[src/rtl/rr_demux_ctrl.sv]
// Round-robin 1-to-4 demux controller: one registered beat slot that is routed
// to a rotating channel, BURST beats per channel, skipping disabled channels.
module rr_demux_ctrl #(
    parameter int WIDTH = 8,
    parameter int BURST = 4
) (
    input  logic             clk,
    input  logic             rst_n,
    input  logic             in_valid,
    input  logic [WIDTH-1:0] in_data,
    output logic             in_ready,
    input  logic [3:0]       ch_en,
    output logic [WIDTH-1:0] out_data,
    output logic [3:0]       out_valid,
    input  logic [3:0]       out_ready,
    output logic [1:0]       sel
);

    // state | meaning
    // EMPTY | holding register free, a beat may be accepted
    // HOLD  | holding register carries a beat for channel dest_q
    localparam logic [0:0] EMPTY = 1'b0;
    localparam logic [0:0] HOLD  = 1'b1;

    localparam logic [3:0] CNT_LAST = 4'(BURST - 1);

    logic [0:0]       state_q;
    logic [WIDTH-1:0] data_q;
    logic [1:0]       dest_q;
    logic [1:0]       sel_q;
    logic [3:0]       cnt_q;
    logic             ch_any;
    logic             accept;
    logic             deliver;
    logic [1:0]       sel_next_en;

    // First enabled channel strictly after cur in rotation order; cur itself
    // is kept when no other channel is enabled.
    function automatic logic [1:0] next_en(input logic [1:0] cur, input logic [3:0] en);
        logic [1:0] cand;
        next_en = cur;
        for (int i = 3; i >= 1; i--) begin
            cand = cur + 2'(i);
            if (en[cand]) next_en = cand;
        end
    endfunction

    assign ch_any      = |ch_en;
    assign deliver     = (state_q == HOLD) && out_ready[dest_q];
    assign in_ready    = ch_any && ((state_q == EMPTY) || out_ready[dest_q]);
    assign accept      = in_valid && in_ready;
    assign sel_next_en = next_en(sel_q, ch_en);

    assign out_data  = data_q;
    assign out_valid = (state_q == HOLD) ? (4'b0001 << dest_q) : 4'b0000;
    assign sel       = sel_q;

    always_ff @(posedge clk or negedge rst_n) begin
        if (!rst_n) begin
            state_q <= EMPTY;
            data_q  <= '0;
            dest_q  <= 2'b00;
        end else if (accept) begin
            state_q <= HOLD;
            data_q  <= in_data;
            dest_q  <= sel_q;
        end else if (deliver) begin
            state_q <= EMPTY;
        end
    end

    // A disabled current channel abandons its burst; the realign wins over
    // any acceptance counted in the same cycle.
    always_ff @(posedge clk or negedge rst_n) begin
        if (!rst_n) begin
            sel_q <= 2'b00;
            cnt_q <= 4'd0;
        end else if (ch_any) begin
            if (!ch_en[sel_q]) begin
                sel_q <= sel_next_en;
                cnt_q <= 4'd0;
            end else if (accept) begin
                if (cnt_q == CNT_LAST) begin
                    cnt_q <= 4'd0;
                    sel_q <= sel_next_en;
                end else begin
                    cnt_q <= cnt_q + 4'd1;
                end
            end
        end
    end

endmodule

[config.mk]
export PLATFORM = sky130hd
export DESIGN_NAME = rr_demux_ctrl
export DESIGN_NICKNAME = d
export VERILOG_FILES = /design/src/rtl/rr_demux_ctrl.sv
export SDC_FILE = /design/constraint.sdc
export NUM_CORES = 1
export LEC_CHECK = 0
export BUFFER_PORTS_ARGS = -buffer_cell sky130_fd_sc_hd__buf_2
export CELL_PAD_IN_SITES_DETAIL_PLACEMENT = 2
export CELL_PAD_IN_SITES_GLOBAL_PLACEMENT = 2
export CORE_MARGIN = 2
export CORE_UTILIZATION = 27
export CTS_CLUSTER_DIAMETER = 150
export DETAILED_ROUTE_END_ITERATION = 10
export GPL_ROUTABILITY_DRIVEN = 0
export GPL_TIMING_DRIVEN = 1
export PLACE_DENSITY_LB_ADDON = 0.08
export SYNTH_ARGS = -nofsm -noshare
export SYNTH_HDL_FRONTEND = slang
export SYNTH_SLANG_ARGS = --single-unit
[constraint.sdc]
create_clock -name clk -period 1.6 [get_ports clk]
set_input_delay 0.08 -clock clk [delete_from_list [all_inputs] [get_ports clk]]
set_output_delay 0.08 -clock clk [all_outputs]
set_load 0.01 [all_outputs]
==> results.py <==
metrics = {
    "outcome": {
        "status": "finished, violations left",
        "violations": "setup timing",
    },
    "worst_setup_path": {
        "cp_top_family": "flip-flops",
        "rr_worst_depth": 4,
        "worstReg2RegEnd": "out_data[4]",
        "worst_ep_arrival_time_ns": 1.58,
        "cpMaxStageDelayCell": "dfrtp_1",
        "cp-endpoint": "in_ready",
        "reg2reg_slack_ns": -0.05,
        "slowest_delay_ns": 0.44,
        "cp_data_required_time_ns": 1.52,
        "path_buf_inv": 1,
        "worst-path-max-fanout": 8,
        "path_depth": 4,
        "cp-end-kind": "primary output",
        "critPathKind": "flip-flop to primary output",
        "startpoint": "dest_q[1]",
        "path_cells": "mux2_4, o22a_4, and2_4, buf_6",
        "crit-reg2reg-launch": "dest_q[1]",
        "cp-start-kind": "flip-flop",
    },
    "power_and_ir_drop": {
        "intPower_uw": 1475,
        "seqPwrFrac_pct": 32.0,
        "switching_power_uw": 883.0,
        "leakagePower_uw": 0.0006721,
        "p_comb_share_pct": 58.1,
        "fin_total_pwr_uw": 2358,
        "irDropWorstVdd_mv": 0.5504,
        "powerDensity_mw_per_mm2": 1756,
        "pwr-share-clk_pct": 9.9,
        "switching_share_pct": 37.45,
    },
    "clocking": {
        "insertion_delay_ns": 0.29,
        "cts_buffers": 3,
        "cts_root_buffer": "clkbuf_4",
        "cts_tree": "done",
        "cts_sinks": 17,
        "clk_pin_slew_worst_paths_ns": 0.11,
        "cts_htree_levels": 1,
        "clockBufferDepth": 2,
    },
    "sta": {
        "max_freq_ghz": 0.6028,
        "grt_setup_unrepaired": "true",
        "finalHoldViolCount": 0,
        "fin_crit_sh_pct": 103.7,
        "setup_slack_ns": -0.05901,
        "report.final.slew_viol_count": 0,
        "setup_violations": 10,
        "skew_ns": 0.004327,
        "worst_slew_pin_slew_ns": 0.4673,
        "layout_min_cycle_time_ns": 1.659,
        "relSlewSlack_pct": 68.56,
        "worst_hold_slack_ns": 0.01876,
        "tns_ns": -0.4030,
    },
    "logic_synthesis": {
        "synth_most_common_cell": "dfrtp_1",
        "synthTopCellsByCount": "dfrtp_1, mux2_4, nor2_1",
        "yosysTopAreaCell": "dfrtp_1",
        "yosys.cell_types.count": 38,
        "synth-warning-count": 0,
        "ys_async_sr_fraction_pct": 100.0,
        "syn-num-nets": 107,
        "yosysSeqAreaShare_pct": 43.15,
        "synth_edf_count": 0,
        "ys.flop_type": "dfrtp_1",
        "avgSynthCellArea_um2": 11.33,
        "synth_area_um2": 985.9,
        "yosys.area.top_type_share_pct": 43.15,
        "synth_area_leaders": "dfrtp_1, mux2_4, nor2_1",
        "ys_ff_latch": 17,
        "syn_inst": 87,
    },
    "cells_and_area": {
        "antenna_cells": 0,
        "drive_gt1_share_pct": 51.13,
        "final.fill_count": 379,
        "syn2layout_area_growth_pct": 36.17,
        "final_util_pct": 39.30,
        "fin_nets": 154,
    },
    "hold_path": {
        "min-delay-start": "in_data[1]",
        "hp-class": "input port to flip-flop",
    },
    "place": {
        "io_buffers": 33,
        "hpwl_um": 2100,
    },
    "floorplanning": {
        "rows": 21,
        "ios": 34,
        "core-area_mm2": 0.003416,
        "die_y_um": 64.43,
        "start_util_pct": 28.86,
        "dieWidth_um": 64.43,
        "dieArea_mm2": 0.004151,
    },
    "grt": {
        "grt_pass1_vias": 921,
        "overflow": 0,
        "grt_usage_pct": 14.63,
        "grt_max_degree": 18,
        "antenna_found_initial": 0,
        "grt_pass1_wl_um": 4692,
    },
    "route": {
        "via_per_inst": 4.782,
        "drt-total-wl_um": 2719,
        "ant_nets": 0,
        "drcViolationCount": 0,
        "drtPass1Iterations": 4,
        "drt_iter0_markers": 8,
        "wl_per_cell_um": 15.19,
        "vias": 856,
    },
    "flow_run": {
        "drv_cap": 0,
    },
}
## power by group through the flow
stage                     clock network (µW)  logic (µW)  registers [µW]
final                                    234        1370             754
after global routing                     275        1510             784
after CTS                                248        1380             759
after detailed placement                   0        1280             760
after global placement                     0        1240             748
after floorplan                            0         772             795
## worst register-to-register path, cell delays in order (launching register included)
cell	delay [ns]
dfrtp_1	0.44
mux2_4	0.32
o22a_4	0.26
and3_4	0.21
mux2_4	0.32
## what timing repair did
| action | 4_1_cts | 5_1_grt |
|---|---|---|
| pin swaps | 5 | 1 |
| gates resized for setup | 7 | 1 |
| endpoints found under the hold margin | 17 | 0 |
| hold buffers | 1 | 0 |
| setup buffers | 1 | 1 |
| endpoints found under the setup margin | 16 | 16 |
## placed cells by master (no fill, tap or decap), drive strengths merged, types with 2 or more instances in the layout
cell and n:
a21oi 2, a32o 2, and4 3, buf 44
clkbuf 3, dfrtp 17, inv 5, mux2 11
mux2i 2, nand2 6, nand2b 2, nand3 2
nor2 8, o31ai 2
## stage by stage
step           cell area (µm²)  setup WS, ns  cells
2_1_floorplan             1002       -0.1389     87
3_3_place_gp              1255      -0.06840    172
3_5_place_dp              1255       -0.1323    172
4_1_cts                   1330      -0.08013    178
5_1_grt                   1343       -0.1326    179
6_report                  1343      -0.05901    179
## worst min-delay path by stage
| stage | end | slack, ns | cells past startpoint |
|---|---|---|---|
| finish | out_data[1] | 0.02 | 2 |
| global route | out_data[1] | 0.004 | 2 |
| CTS | out_data[1] | 0.006 | 2 |
| detailed placement | out_data[7] | 0.04 | 1 |
| global placement | dest_q[0] | 0.04 | 1 |
| floorplan | cnt_q[0] | -0.22 | 0 |
## cell families after synthesis
group	Yosys count	share of synthesized area, %
AND/OR/NAND/NOR	32	19.04
flip-flops	17	43.15
buffers and inverters	8	4.695
adder cells (fa/ha/maj)	1	1.269
multiplexers	14	20.30
AO/OA/AOI/OAI	15	11.55
## state kept, by name (all words and copies together), names as in the netlist
register  flops
state_q       1
dest_q        2
out_data      8
cnt_q         4
sel           2
## routing by layer
metal	GRT usage [%]	vias to the layer above	part of all wire [%]
li1	-	417	-
met1	18.27	417	44
met2	25.52	22	51
met3	2.604	0	4.3
met4	4.787	0	0
met5	0	-	0
## area by class of cell
class	count	area [µm²]	share of cell area [%]
inverters	5	18.77	1.398
clock buffers	3	22.52	1.678
repair buffers	45	267.8	19.94
flip-flops and latches	17	425.4	31.69
multi-input cells	62	545.5	40.63
well taps	46	57.56	4.287
clock inverters	1	5.005	0.3728
(Power assumes the default switching activity.)
